--- src/rtl/dm_arbiter_if.sv ---
// dm_arbiter_if: requester ports A/B and the DM bus owned by the arbiter
interface dm_arbiter_if;
    logic        a_req;
    logic [31:0] a_addr;
    logic [31:0] a_wdata;
    logic        a_we;
    logic [2:0]  a_lstype;
    logic [31:0] a_pc;
    logic        a_ack;
    logic [31:0] a_rdata;
    logic        a_err;
    logic        a_stall;
    logic        b_req;
    logic [31:0] b_addr;
    logic [31:0] b_wdata;
    logic        b_we;
    logic [2:0]  b_lstype;
    logic        b_ack;
    logic [31:0] b_rdata;
    logic        b_err;
    logic [31:0] dm_addr;
    logic [31:0] dm_wd;
    logic        dm_we;
    logic [2:0]  dm_lstype;
    logic [31:0] dm_insaddr;
    logic [31:0] dm_rd;
    logic        busy;

    modport slave (
        input  a_req, a_addr, a_wdata, a_we, a_lstype, a_pc,
        input  b_req, b_addr, b_wdata, b_we, b_lstype,
        input  dm_rd,
        output a_ack, a_rdata, a_err, a_stall,
        output b_ack, b_rdata, b_err,
        output dm_addr, dm_wd, dm_we, dm_lstype, dm_insaddr,
        output busy
    );

    modport master (
        output a_req, a_addr, a_wdata, a_we, a_lstype, a_pc,
        output b_req, b_addr, b_wdata, b_we, b_lstype,
        output dm_rd,
        input  a_ack, a_rdata, a_err, a_stall,
        input  b_ack, b_rdata, b_err,
        input  dm_addr, dm_wd, dm_we, dm_lstype, dm_insaddr,
        input  busy
    );
endinterface

--- src/rtl/dm_arbiter.sv ---
// dm_arbiter: round-robin two-port sequencer owning the data-memory bus
module dm_arbiter #(
    parameter logic [31:0] ADDR_LIMIT = 32'h0000_1000,
    parameter logic [31:0] B_INSADDR  = 32'h0000_0000
) (
    input  logic          clk,
    input  logic          reset,
    dm_arbiter_if.slave   bus
);
    typedef enum logic [1:0] {IDLE, ISSUE, ACK} state_t;

    state_t      state_q, state_d;
    logic        ptr_q, ptr_d;
    logic        sel_q, sel_d;
    logic        we_q, we_d;
    logic        err_q, err_d;
    logic [2:0]  lstype_q, lstype_d;
    logic [31:0] addr_q, addr_d;
    logic [31:0] wdata_q, wdata_d;
    logic [31:0] insaddr_q, insaddr_d;
    logic [31:0] rdata_q, rdata_d;
    logic        gnt_b;
    logic        issue;
    logic        acking;

    function automatic logic access_err(input logic [31:0] addr, input logic we, input logic [2:0] lstype);
        logic bad;
        if (we)
            bad = (lstype == 3'd0) ? (addr[1:0] != 2'b00) :
                  (lstype == 3'd1) ? addr[0] : (lstype != 3'd2);
        else
            bad = (lstype == 3'd0) ? (addr[1:0] != 2'b00) :
                  (lstype == 3'd1 || lstype == 3'd2) ? addr[0] :
                  !(lstype == 3'd3 || lstype == 3'd4);
        return bad | (addr >= ADDR_LIMIT);
    endfunction

    // next-state: grant and latch operands in IDLE, capture read data in ISSUE, flip pointer in ACK
    always_comb begin
        state_d   = state_q;
        ptr_d     = ptr_q;
        sel_d     = sel_q;
        we_d      = we_q;
        err_d     = err_q;
        lstype_d  = lstype_q;
        addr_d    = addr_q;
        wdata_d   = wdata_q;
        insaddr_d = insaddr_q;
        rdata_d   = rdata_q;
        gnt_b     = bus.b_req & (~bus.a_req | ptr_q);
        case (state_q)
            IDLE: begin
                if (bus.a_req | bus.b_req) begin
                    sel_d     = gnt_b;
                    addr_d    = gnt_b ? bus.b_addr   : bus.a_addr;
                    wdata_d   = gnt_b ? bus.b_wdata  : bus.a_wdata;
                    we_d      = gnt_b ? bus.b_we     : bus.a_we;
                    lstype_d  = gnt_b ? bus.b_lstype : bus.a_lstype;
                    insaddr_d = gnt_b ? B_INSADDR    : bus.a_pc;
                    err_d     = access_err(addr_d, we_d, lstype_d);
                    state_d   = ISSUE;
                end
            end
            ISSUE: begin
                rdata_d = (~we_q & ~err_q) ? bus.dm_rd : 32'h0;
                state_d = ACK;
            end
            ACK: begin
                ptr_d   = ~sel_q;
                state_d = IDLE;
            end
            default: state_d = IDLE;
        endcase
    end

    // state and operand registers, cleared by synchronous active-low reset
    always_ff @(posedge clk) begin
        if (!reset) begin
            state_q   <= IDLE;
            ptr_q     <= 1'b0;
            sel_q     <= 1'b0;
            we_q      <= 1'b0;
            err_q     <= 1'b0;
            lstype_q  <= 3'h0;
            addr_q    <= 32'h0;
            wdata_q   <= 32'h0;
            insaddr_q <= 32'h0;
            rdata_q   <= 32'h0;
        end else begin
            state_q   <= state_d;
            ptr_q     <= ptr_d;
            sel_q     <= sel_d;
            we_q      <= we_d;
            err_q     <= err_d;
            lstype_q  <= lstype_d;
            addr_q    <= addr_d;
            wdata_q   <= wdata_d;
            insaddr_q <= insaddr_d;
            rdata_q   <= rdata_d;
        end
    end

    // DM bus is live only in ISSUE; completion signals only for the served port in ACK
    always_comb begin
        issue          = (state_q == ISSUE);
        acking         = (state_q == ACK);
        bus.dm_addr    = issue ? addr_q    : 32'h0;
        bus.dm_wd      = issue ? wdata_q   : 32'h0;
        bus.dm_lstype  = issue ? lstype_q  : 3'h0;
        bus.dm_insaddr = issue ? insaddr_q : 32'h0;
        bus.dm_we      = issue & we_q & ~err_q;
        bus.a_ack      = acking & ~sel_q;
        bus.b_ack      = acking & sel_q;
        bus.a_rdata    = bus.a_ack ? rdata_q : 32'h0;
        bus.b_rdata    = bus.b_ack ? rdata_q : 32'h0;
        bus.a_err      = bus.a_ack & err_q;
        bus.b_err      = bus.b_ack & err_q;
        bus.a_stall    = bus.a_req & ~bus.a_ack;
        bus.busy       = (state_q != IDLE);
    end
endmodule

--- src/flat_wrapper.sv ---
// flat-port wrapper written by rule: the top's interface ports become plain ports
module dm_arbiter_flat 
#(
    parameter logic [31:0] ADDR_LIMIT = 32'h0000_1000,
    parameter logic [31:0] B_INSADDR  = 32'h0000_0000
)
  (clk, reset, bus_a_req, bus_a_addr, bus_a_wdata, bus_a_we, bus_a_lstype, bus_a_pc, bus_b_req, bus_b_addr, bus_b_wdata, bus_b_we, bus_b_lstype, bus_dm_rd, bus_a_ack, bus_a_rdata, bus_a_err, bus_a_stall, bus_b_ack, bus_b_rdata, bus_b_err, bus_dm_addr, bus_dm_wd, bus_dm_we, bus_dm_lstype, bus_dm_insaddr, bus_busy);
  dm_arbiter_if bus_i ();
  input  logic clk;
  input  logic reset;
  input wire logic [$bits(bus_i.a_req)-1:0] bus_a_req;
  input wire logic [$bits(bus_i.a_addr)-1:0] bus_a_addr;
  input wire logic [$bits(bus_i.a_wdata)-1:0] bus_a_wdata;
  input wire logic [$bits(bus_i.a_we)-1:0] bus_a_we;
  input wire logic [$bits(bus_i.a_lstype)-1:0] bus_a_lstype;
  input wire logic [$bits(bus_i.a_pc)-1:0] bus_a_pc;
  input wire logic [$bits(bus_i.b_req)-1:0] bus_b_req;
  input wire logic [$bits(bus_i.b_addr)-1:0] bus_b_addr;
  input wire logic [$bits(bus_i.b_wdata)-1:0] bus_b_wdata;
  input wire logic [$bits(bus_i.b_we)-1:0] bus_b_we;
  input wire logic [$bits(bus_i.b_lstype)-1:0] bus_b_lstype;
  input wire logic [$bits(bus_i.dm_rd)-1:0] bus_dm_rd;
  output wire logic [$bits(bus_i.a_ack)-1:0] bus_a_ack;
  output wire logic [$bits(bus_i.a_rdata)-1:0] bus_a_rdata;
  output wire logic [$bits(bus_i.a_err)-1:0] bus_a_err;
  output wire logic [$bits(bus_i.a_stall)-1:0] bus_a_stall;
  output wire logic [$bits(bus_i.b_ack)-1:0] bus_b_ack;
  output wire logic [$bits(bus_i.b_rdata)-1:0] bus_b_rdata;
  output wire logic [$bits(bus_i.b_err)-1:0] bus_b_err;
  output wire logic [$bits(bus_i.dm_addr)-1:0] bus_dm_addr;
  output wire logic [$bits(bus_i.dm_wd)-1:0] bus_dm_wd;
  output wire logic [$bits(bus_i.dm_we)-1:0] bus_dm_we;
  output wire logic [$bits(bus_i.dm_lstype)-1:0] bus_dm_lstype;
  output wire logic [$bits(bus_i.dm_insaddr)-1:0] bus_dm_insaddr;
  output wire logic [$bits(bus_i.busy)-1:0] bus_busy;
  assign bus_i.a_req = bus_a_req;
  assign bus_i.a_addr = bus_a_addr;
  assign bus_i.a_wdata = bus_a_wdata;
  assign bus_i.a_we = bus_a_we;
  assign bus_i.a_lstype = bus_a_lstype;
  assign bus_i.a_pc = bus_a_pc;
  assign bus_i.b_req = bus_b_req;
  assign bus_i.b_addr = bus_b_addr;
  assign bus_i.b_wdata = bus_b_wdata;
  assign bus_i.b_we = bus_b_we;
  assign bus_i.b_lstype = bus_b_lstype;
  assign bus_i.dm_rd = bus_dm_rd;
  assign bus_a_ack = bus_i.a_ack;
  assign bus_a_rdata = bus_i.a_rdata;
  assign bus_a_err = bus_i.a_err;
  assign bus_a_stall = bus_i.a_stall;
  assign bus_b_ack = bus_i.b_ack;
  assign bus_b_rdata = bus_i.b_rdata;
  assign bus_b_err = bus_i.b_err;
  assign bus_dm_addr = bus_i.dm_addr;
  assign bus_dm_wd = bus_i.dm_wd;
  assign bus_dm_we = bus_i.dm_we;
  assign bus_dm_lstype = bus_i.dm_lstype;
  assign bus_dm_insaddr = bus_i.dm_insaddr;
  assign bus_busy = bus_i.busy;
  dm_arbiter #(.ADDR_LIMIT(ADDR_LIMIT), .B_INSADDR(B_INSADDR)) u_core (.clk(clk), .reset(reset), .bus(bus_i));
endmodule
--- config.mk ---
export PLATFORM = sky130hd
export DESIGN_NAME = dm_arbiter_flat
export DESIGN_NICKNAME = d
export VERILOG_FILES = /design/src/rtl/dm_arbiter_if.sv /design/src/rtl/dm_arbiter.sv /design/src/flat_wrapper.sv
export SDC_FILE = /design/constraint.sdc
export NUM_CORES = 1
export LEC_CHECK = 0
export ABC_AREA = 1
export CAP_MARGIN = 20
export CORE_MARGIN = 4
export CORE_UTILIZATION = 35
export CTS_CLUSTER_DIAMETER = 50
export DETAILED_ROUTE_END_ITERATION = 10
export GPL_ROUTABILITY_DRIVEN = 0
export GPL_TIMING_DRIVEN = 0
export MAX_ROUTING_LAYER = met4
export PLACE_DENSITY = 0.76
export RECOVER_POWER = 25
export SETUP_SLACK_MARGIN = 0.4
export SYNTH_ARGS = -nofsm -noshare
export SYNTH_HDL_FRONTEND = slang
export SYNTH_SLANG_ARGS = --single-unit
export TNS_END_PERCENT = 5
--- constraint.sdc ---
create_clock -name clk -period 1.2 [get_ports clk]
set_input_delay 0.24 -clock clk [delete_from_list [all_inputs] [get_ports clk]]
set_output_delay 0.24 -clock clk [all_outputs]
set_load 0.01 [all_outputs]
Word-level counts from Yosys, hierarchy flattened

Cells that the tools add are included.

Memories: 0
Flip-flop bits (word level): 137
ROM bits: 0
Input bits: 204
Memory bits (writable): 0
Logic and storage cells: 65
Bits in latches: 0

Muxes and demuxes: 21
Bitwise logic cells: 17
Shift operators: 0
Div/mod/pow operators: 0
Multiply operators: 0
Reduce and logical (&&, ||, !) cells: 8
Magnitude comparators: 1
Eq/ne operators: 8
$add $sub $neg: 0

Operators with widths:

| cell                                                                | number |
|---|---|
| two-way mux 32 bit                                                  | 9 |
| greater-or-equal comparator 32 x 13 -> 1 bit, second input constant | 1 |
| AND 1 bit                                                           | 9 |
| two-way mux 1 bit                                                   | 8 |
| == test 3 x 2 -> 1 bit, second input constant                       | 2 |
| two-way mux 3 bit                                                   | 2 |
| inverter 1 bit                                                      | 5 |
| case mux 2 bit (2 select lines)                                     | 1 |
| nonzero test 2 bit                                                  | 2 |
| == test 3 x 1 -> 1 bit, second input constant                       | 1 |
| == test 3 bit, second input constant                                | 1 |
| zero test 3 bit                                                     | 1 |
| != test 3 x 2 -> 1 bit, second input constant                       | 1 |
| OR 1 bit                                                            | 3 |
| == test 2 x 1 -> 1 bit, second input constant                       | 1 |
| == test 2 bit, second input constant                                | 1 |
| zero test 2 bit                                                     | 1 |
| logical OR 1 bit                                                    | 2 |
| two-way mux 2 bit                                                   | 1 |
| != test 2 x 1 -> 1 bit, second input constant                       | 1 |
| AND reduction 2 bit                                                 | 1 |
| zero test 1 bit                                                     | 1 |

Logic depth before layout (Yosys ltp)

Gate-level depths: netlist of run 1.

Word-level depth: 13
Mapped depth: 13
Mapped depth without buffers: 13

Worst setup path before layout of run 1

No wires, ideal clock.

Path kind: register to output
Start point: reg u_core.state_q[0]
End point: out bus_a_rdata[10]
Slack: -278 ps
Data arrival time: 1238 ps
Path buffers: 1
Cell stages (with the launch flop): 7
Cell sequence: dfxtp_1 -> inv_1 -> nand2_1 -> nor2_1 -> clkinv_1 -> clkbuf_1 -> nor2_1

Longest elaborated chain between the ends: 3

Ends and longest elaborated chain:

| element                | RTL line           | text |
|---|---|---|
| start, declared        | dm_arbiter.sv:12   | `state_t state_q, state_d;` |
| start signal, assigned | dm_arbiter.sv:90   | `state_q <= state_d;` |
| == test 2 bit          | dm_arbiter.sv:106  | `acking = (state_q == ACK);` |
| AND 1 bit              | dm_arbiter.sv:112  | `bus.a_ack = acking & ~sel_q;` |
| named net bus_a_ack    | flat_wrapper.sv:23 | `output wire logic [$bits(bus_i.a_ack)-1:0] bus_a_ack;` |
| two-way mux 32 bit     | dm_arbiter.sv:114  | `bus.a_rdata = bus.a_ack ? rdata_q : 32'h0;` |
| end, declared          | flat_wrapper.sv:24 | `output wire logic [$bits(bus_i.a_rdata)-1:0] bus_a_rdata;` |

The timed path passes the listed nets, and every way through them passes these cells.

Final worst setup path of run 1

Start point: reg u_core.state_q[0]
End point: out bus_dm_addr[14]

Longest elaborated chain between the ends: 2

Ends and longest elaborated chain:

| element                | RTL line           | text |
|---|---|---|
| == test 2 x 1 -> 1 bit | dm_arbiter.sv:105  | `issue = (state_q == ISSUE);` |
| two-way mux 32 bit     | dm_arbiter.sv:107  | `bus.dm_addr = issue ? addr_q : 32'h0;` |
| end, declared          | flat_wrapper.sv:30 | `output wire logic [$bits(bus_i.dm_addr)-1:0] bus_dm_addr;` |

No other way between the ends.

==> summary by stage, run 1 <==
Final layout
The fill cell instance count of the final layout is 1820. The net count of the finished layout is roughly 1700. Cells with a size suffix above 1 make up roughly 30% of the layout. The share of the core filled with cells in the final layout is around 62%. The non-filler instance count after layout is ~1700. From synthesis to final layout, the design area changed by 72.47%.

Worst setup path
The maximum fanout along the worst path is 7. Among all stages on the critical path, the largest delay is contributed by dfxtp_2. The signal arrival time at the worst endpoint is between 1500 and 2000 ps.

By startpoint and endpoint, the worst setup path is classified as reg2out. STA classifies the critical path endpoint as an output pin. The gate family responsible for the most delay along the worst path is buffers and inverters.

The reg-to-reg critical path startpoint is u_core.state_q[1]. The startpoint type of the worst setup path is a flop. The delay of the slowest cell on the worst path is 350 ps. Walking the worst path, the cells encountered are inv_4, nor2_4, inv_4, buf_12, clkbuf_16, buf_4, nor2_4, buf_6. The worst register-to-register path has a setup slack of -510 ps. Data on the critical path is required at its endpoint by around 960 ps. The end of the worst register-to-register path is u_core.err_q. The cell count of the worst reg-to-reg path is 9. Counting both buffers and inverters, the worst setup path holds a total of 6.

Drt
The routed wire length is approximately 29000 µm. For this run, design rule violations remaining after detail routing come to 0. The number of optimization iterations in the first detailed-route pass is 6.

The detailed router's first-iteration violation count is 324. The remaining antenna violation count is 0. The ratio of routed vias to standard cells is between 4 and 5.

The via total after detailed routing is 8300. The routed length per placed instance is 16.99 µm.

Clocking
The number of clock sinks is about 140. The clock tree synthesis step divided the H-tree into 4 levels. Clock latency on the worst-skew pair, taken at its later pin, is around 420 ps. The TritonCTS buffer count is 17. The clock transition at the registers of the reported paths is ~60 ps.

The clock tree from TritonCTS is done. In this run, post-CTS hold repair placed 0 buffers. The cell at the root of the clock tree is clkbuf_16. The maximum count of clock buffers along a single path is 2.

Timing
The worst-case clock skew is about 8.6 ps. The worst setup slack after layout is -670.4 ps. Setup violations remaining at the end of the flow were counted as between 200 and 300. The number of endpoints with negative hold slack in the final report is 0.

Setup repair after global routing could not meet its margin everywhere. The headroom to the max-slew limit is 54.96%. Of the available clock period, the critical path in the final layout requires 155.9%. The number of slew-limit violations in the final report is 0. The measured slew at the worst slew-check pin is 675.7 ps. The smallest clock period supported by the final layout is computed as ~1900 ps. The fmax is around 0.53 GHz.

GRT
The total overflow left after global routing is 0. Global routing consumed, over all layers together, 25.41% of the routing resources. The first-pass GRT wire length is 43320 µm. The via count of the first global-routing pass is between 8000 and 9000. Entering global routing, the biggest net connects 17 pins.

The initial antenna violation count came to 1.

Place
The half-perimeter wire length after detailed placement is approximately 22000 µm. The number of placed instances, taps included, is about 1700. The number of port buffers is 372.

Hold path
Along the worst hold path, the cell count comes to 3. The beginning of the worst hold path is bus_a_wdata[1]. In this run the worst hold path is classified as in2reg. The path with the worst hold slack has its endpoint at u_core.wdata_q[1].

Synthesis
In this run the mean area of a mapped cell was between 6 and 7 µm². In the post-synthesis netlist, the biggest area contributors are dfxtp_1 39%, inv_1 9.9%, nor2_1 9.8%. The fraction of the mapped netlist area in adder cells is 0%. The number of enable-type register cells in the synthesized netlist is 0. The share of synthesized area in the top cell type comes to approximately two fifths. The register area share after synthesis is between 30% and 40%. When the netlist entered floorplanning its net count stood at roughly 1300. The dominant cell type by area after synthesis is dfxtp_1. Counting flops and latches in the post-synthesis netlist gives 137.

The area share of and/or/nand/nor cells after synthesis is around 22%. The number of distinct library cells after synthesis is 24. The synthesized cell area is 0.007063 mm². The xor and xnor fraction of the mapped netlist area is 0%. The proportion of synthesized area in mux cells is 0%. After synthesis, the largest family of logic cells by area is compound AO/OA/AOI/OAI gates.

The most used flip-flop cell after synthesis is dfxtp_1. For this run, asynchronously set or reset flops after synthesis account for 0%. Ranked by instance count, the synthesized netlist is headed by 186 x inv_1, 185 x nor2_1, 175 x nand2_1, 137 x dfxtp_1, 76 x a21oi_1. The synthesized netlist devotes a little under a quarter of its cell area to compound gates.

The number of standard cells after synthesis is 1052. The most used standard cell by instance count after synthesis is inv_1. The warning count from the yosys run is 0.

Pwr
Summed over all cells, the static leakage comes to roughly 5.5 nW. The total power density per cell area is roughly 1200 mW/mm². The maximum vdd ir drop is roughly 780 µV.

Status
The final reports fail on negative setup slack. The run finished, with violations left.

Floorplan
The initial core utilization is a little over a third. The core outline area is slightly below 0.02 mm². In this run the core area contains approximately 50 standard-cell rows. The floorplan step defined a die boundary enclosing ~0.023 mm². The die outline width is roughly 150 µm. The floorplan step set the die height to about 150 µm. The count of pins on the block boundary is 374.

Run
Max-cap violations in this run came to 0.
cells by family (layout without fill, tap and decap cells):
| kind of cell | after synthesis | after routing |
|---|---|---|
| simple gates | 391 | 391 |
| buf+inv | 272 | 688 |
| compound gates | 252 | 252 |
| flops | 137 | 137 |
| other cells | 0 | 1 |
cell usage in the layout (no fill, tap or decap), types with 4 or more instances in the layout:
| cell | Yosys | layout |
|---|---|---|
| clkinvlp_4 | 0 | 4 |
| a21oi_2 | 0 | 7 |
| a211oi_2 | 28 | 42 |
| o211ai_1 | 15 | 15 |
| a211oi_1 | 38 | 24 |
| nor2_1 | 185 | 96 |
| clkinv_4 | 0 | 4 |
| clkbuf_16 | 0 | 24 |
| inv_1 | 186 | 182 |
| inv_2 | 3 | 4 |
| clkdlybuf4s50_1 | 0 | 201 |
| dlygate4sd2_1 | 0 | 5 |
| nor2_4 | 0 | 33 |
| a31oi_1 | 42 | 42 |
| buf_12 | 0 | 4 |
| nand2_1 | 175 | 174 |
| a21oi_1 | 76 | 69 |
| nand3b_1 | 14 | 14 |
| clkbuf_1 | 45 | 13 |
| dfxtp_1 | 137 | 133 |
| o21ai_0 | 53 | 49 |
| clkbuf_2 | 0 | 7 |
| buf_2 | 24 | 137 |
| buf_8 | 0 | 8 |
| o21ai_1 | 0 | 4 |
| nor2_2 | 0 | 56 |
| buf_6 | 4 | 46 |
| buf_4 | 4 | 26 |
| nand3_1 | 12 | 11 |
| clkbuf_8 | 0 | 7 |
metrics by stage:
stage	power (mW)	setup WS [ps]	TNS [ps]	hold slack, ps	instance area (µm²)
4_1_cts	14.17	-680.1	-126930	375.7	11810
2_1_floorplan	7.213	-141.5	-20150	400.1	7306
3_3_place_gp	8.771	-1064	-236000	450.3	11360
5_1_grt	15.06	-737.8	-146590	379.6	12180
6_report	14.36	-670.4	-126220	387.2	12180
3_5_place_dp	8.838	-1074	-241070	452.6	11360
layer usage:
layer  wire length [µm]  track usage (%)  up-vias
li1                   -                -     4143
met1              11420            28.27     3790
met2              14790            44.02      313
met3               2276            6.269       54
met4                974            9.515        0
met5                  0                -        -
flip-flops by register name, indices dropped and copies added (netlist names):
register / count
u_core.lstype_q: 3
u_core.ptr_q: 1
u_core.addr_q: 32
u_core.insaddr_q: 32
u_core.rdata_q: 32
u_core.we_q: 1
u_core.wdata_q: 32
u_core.sel_q: 1
u_core.err_q: 1
u_core.state_q: 2
power breakdown:
part | total, mW | switching (mW) | internal [mW]
Clock | 5.22 | 2.15 | 3.07
Combinational | 3.89 | 2.10 | 1.79
Sequential | 5.25 | 0.198 | 5.05
how the worst max path moves through the flow:
stage	depth (start not counted)	from	endpoint	slack (ps)
4_1_cts	7	u_core.state_q[0]	bus_dm_addr[7]	-680
6_report	8	u_core.state_q[0]	bus_dm_addr[14]	-670
5_1_grt	8	u_core.state_q[0]	bus_dm_addr[13]	-740
3_5_place_dp	7	u_core.state_q[0]	bus_dm_addr[12]	-1070
3_3_place_gp	7	u_core.state_q[0]	bus_dm_lstype[2]	-1060
2_1_floorplan	9	u_core.state_q[1]	u_core.err_q	-140
final cells by class:
type | count | area (µm²) | area share (%)
repair buffers | 384 | 3244 | 26.63
clock inverters | 14 | 148.9 | 1.222
clock buffers | 18 | 429.2 | 3.523
plain buffers | 82 | 818.3 | 6.717
inverters | 190 | 725.7 | 5.957
flip-flops and latches | 137 | 2753 | 22.60
diodes | 1 | 2.502 | 0.02054
well taps | 265 | 331.6 | 2.722
multi-input cells | 643 | 3729 | 30.61
worst register-to-register path, delay by kind of cell (launching register included):
kind             cells  cell delay, ps
and+or+nand+nor      9            1230
DFF                  1             370
what timing repair did:
item / 4_1_cts / 5_1_grt
endpoints found under the setup margin: 307 / 307
buffers inserted: 6 / 3
resized for setup: 808 / 147
gates cloned: 3 / 0
pin swaps: 2 / 15
Note: power is estimated with default switching activity, not from simulation.
==> run 2: changes to the inputs <==
- ABC_AREA: 1 -> unset
- PLACE_DENSITY: 0.76 -> 0.77
==> run 2 against run 1 <==
Against the previous run: the run still ends with negative setup slack left; hold slack improved by 3.1 ps; synthesized area shrank 4.6%; clock power about the same; cell count is 13% lower; routed wire length down 5.4%; combinational power is 18% lower; fmax shrank 2.2%; sequential cell count unchanged; critical path type unchanged; largest cell class unchanged.
==> summary by stage, run 2 <==
Clocking
The number of H-tree levels was 4 (unchanged). The insertion delay to the later sink of the worst-skew pair is 420 ps (about the same). The number of clock sinks is 137 (unchanged).

The maximum count of clock buffers along a single path was 2 (unchanged). The cell sitting at the root of the clock tree is a clkbuf_16. The clock tree from TritonCTS is done. The TritonCTS buffer count came to 17 (unchanged). The quantity of hold-fixing buffers added after cts is 0 (unchanged). The clock transition at the registers of the reported paths is 70 ps (about the same).

Final layout
The leading cell type in the layout, fill and taps excluded is clkdlybuf4s50_1. The signed area change from the synthesized netlist to the final layout is 74.55%. The footprint of the multi-input gates came to 0.003799 mm² (+1.9%). The footprint of the flip-flops and latches was 0.002751 mm² (about the same). The number of nets in the finished design was 1443 (-13%). The top cell types in the final layout, fill and taps aside, are 201 x clkdlybuf4s50_1, 141 x nor2_1, 137 x nand2_1. The share of the core filled with cells in the final layout was 62.43% (+0.45 points). The fill cell instance count of the final layout is 1692 (-7.0%). The fraction of layout instances using a drive strength above 1 was 29.63% (-0.068 points). The non-filler instance count after layout is 1515 (-13%).

Place
The half-perimeter wire length after detailed placement was 22010 µm (-2.1%). The number of port buffers is 373 (+0.27%). The post-placement setup slack was -1097 ps (-22.50 ps). The placed cell count is 1472 (-13%).

Drt
The count of unresolved DRC violations after routing was 0 (unchanged). The number of optimization iterations in the first detailed-route pass is 5 (-1). The ratio of routed vias to standard cells is 4.979 (+4.0%). The via total after detailed routing was 7543 (-9.1%). The remaining antenna violation count is 0 (unchanged). The routed length per placed instance is 18.41 µm (+8.3%). The routed wire length was 27880 µm (-5.4%). The detailed router's first-iteration violation count is 350 (+8.0%).

Synthesis
The mean cell area of the mapped netlist is 8.028 µm² (+20%). The share of synthesized registers carrying an async set or reset came to 0% (unchanged). The register area share after synthesis was 40.72% (+1.9 points). By area the synthesized netlist is led by dfxtp_1 41%, and2_1 15%, nor2_1 7.9%. The number of standard cells after synthesis is 839 (-20%).

The synthesized cell area is 0.006735 mm² (-4.6%). The number of distinct library cells after synthesis came to 43 (+79%). The net count after synthesis came to 1043 (-17%). The synthesis-stage register bit count came to 137 (unchanged). In the synthesized netlist, the cells that appear most often are 166 x and2_1, 141 x nor2_1, 137 x dfxtp_1, 137 x nand2_1, 65 x a22oi_1. The dominant cell type by area after synthesis is dfxtp_1. The most common cell in the synthesized netlist is and2_1. The warning count from the yosys run came to 0 (unchanged). The proportion of netlist area held by the largest area contributor is 40.72% (+1.9 points). The number of enable-type register cells in the synthesized netlist is 0 (unchanged). The most common flop cell mapped by yosys is dfxtp_1.

Run
The max-capacitance violation count came to 0 (unchanged).

Floorplan
The number of cell rows is 50 (-2.0%). The initial core utilization is 35.77% (-0.17 points). The core outline area came to 0.01883 mm² (-4.2%). The chip height is 146.7 µm (-2.2%). The die outline width is 146.7 µm (-2.2%).

The count of pins on the block boundary is 374 (unchanged). The total die area came to 0.02153 mm² (-4.4%).

Worst setup path
The worst-path cell with the longest stage delay is dfxtp_4. STA classifies the critical path startpoint as a flop. The category of the worst setup path capture point is an output pin. The maximum fanout along the worst path is 6 (-1). The worst setup path category is reg2out. The worst path required time is 960 ps (about the same). The signal arrival time at the worst endpoint came to 1670 ps (+40 ps).

The delay of the slowest cell on the worst path is 400 ps (+50 ps). Traced cell by cell, the critical path runs through inv_4, nor2_4, buf_12, clkbuf_16, clkbuf_16, and2_4, buf_6. The cell that appears most often on the critical path is clkbuf_16.

Status
The run finished, with violations left. The final reports fail on negative setup slack.

Timing
The headroom to the max-slew limit is 56.15% (+1.2 points). The post-route worst hold slack came to 390.3 ps (+3.064 ps). The worst-case clock skew came to 10.64 ps (+2.036 ps). The number of endpoints with negative hold slack in the final report is 0 (unchanged). The measured slew at the worst slew-check pin was 657.8 ps (-17.88 ps). The worst setup slack after layout is -712.8 ps (-42.45 ps). Setup repair after global routing could not meet its margin everywhere.

The final setup violation count is 300 (+0.67%). The number of slew-limit violations in the final report is 0 (unchanged). The total negative slack came to -129710 ps (-3496 ps). The fmax is 0.5228 GHz (-2.2%). The period utilization is 159.4% (+3.5 points). The minimum period implied by the final worst setup slack is 1913 ps (+42.45 ps).

Pwr
The maximum vdd ir drop was 967.9 µV (+24%). The total power density per cell area is 1158 mW/mm² (-1.8%). The net switching power figure was 4.020 mW (-9.7%).

The clock network fraction of design power is 38.5% (+2.2 points). The standby leakage power was 5.116 nW (-6.2%). The share of power burned in combinational logic is 23.4% (-3.7 points). The internal power of the cells was 9.593 mW (-3.2%). The switching share of power was 29.53% (-1.5 points). The sequential group share of total power is 38.1% (+1.5 points).

GRT
The via count of the first global-routing pass is 7457 (-8.3%). The total overflow reported by the global router is 0 (unchanged). The overall fraction of global-route tracks in use came to 25.48% (+0.070 points). The initial antenna violation count was 3 (+2). The first-pass GRT wire length is 41880 µm (-3.3%). The pin count of the biggest net entering global routing is 17 (unchanged).

Hold path
In this run the worst hold path is classified as in2reg.
==> run 2: cell count changes after synthesis, sizes merged, moves of 39 or more <==
cell / delta
and2: +166
a311oi: +66
a21oi: -71
inv: -185
a211oi: -65
o21ai: -46
a22oi: +65
nand2: -39
a31oi: -41
nor2: -41
==> run 2: worst paths after layout <==
check	startpoint	to	slack [ps]	cells past startpoint
hold reg to reg	u_core.addr_q[17]	u_core.addr_q[17]	490	2
hold / removal	bus_b_wdata[1]	u_core.wdata_q[1]	390	3
setup / recovery	u_core.state_q[0]	bus_dm_addr[21]	-710	7
setup reg to reg	u_core.ptr_q	u_core.wdata_q[12]	-360	5
==> run 2: critical path, delay by kind of cell, from the launching register on <==
family	cells	cell delay [ps]
DFF	1	400
buffers and inverters	5	600
and+or+nand+nor	2	250
==> run 2: logic make-up (layout without fill, tap and decap cells) <==
group           after synthesis  in the layout  synth area share, %
simple gates                474            474                34.44
compound gates              151            151                18.54
flops                       137            137                40.72
buf+inv                      77            490                6.298
other cells                   0              3                    0
==> run 2: area by class of cell <==
| type | count | share of cell area (%) |
|---|---|---|
| Buffer | 73 | 6.545 |
| Tap cell | 260 | 2.767 |
| Multi-Input combinational cell | 625 | 32.31 |
| Timing Repair Buffer | 381 | 29.79 |
| Sequential cell | 137 | 23.40 |
| Inverter | 4 | 0.1703 |
| Clock buffer | 17 | 3.619 |
| Antenna cell | 3 | 0.06386 |
| Clock inverter | 15 | 1.330 |
==> run 2: power by group through the flow <==
stage	Clock, mW	Sequential (mW)	Combinational [mW]
after floorplan	0	5.21	1.50
final	5.24	5.19	3.18
after global placement	0	5.26	2.92
after detailed placement	0	5.28	2.96
after global routing	5.54	5.23	3.44
after CTS	5.31	5.18	3.11
==> run 2: timing repair <==
action                                 4_1_cts  5_1_grt
gates cloned                                 2        0
pin swaps                                   59       22
setup endpoints to repair                  307      307
setup buffers                                5        1
endpoints found under the hold margin        0        0
gates resized for setup                    824       81
==> run 2: through the flow <==
stage | total power [mW] | instance area [µm²]
after floorplan | 6.717 | 6922
after global placement | 8.188 | 10980
after detailed placement | 8.243 | 10980
after CTS | 13.61 | 11640
after global routing | 14.22 | 11760
final | 13.61 | 11760
==> run 2: layer usage <==
metal / GRT usage, % / vias up / wire [µm]
met1: 28.10 / 3528 / 10890
met4: 9.360 / 0 / 736
li1: - / 3678 / -
met2: 44.23 / 300 / 14110
met3: 6.724 / 37 / 2146
met5: - / - / 0
==> run 3: changes to the inputs <==
- ABC_AREA: unset -> 1
- HOLD_SLACK_MARGIN: unset -> 0.12
- PLACE_DENSITY: 0.77 -> 0.76
==> results of run 3 <==
Final layout, timing and power as in run 1 (identical DEF).
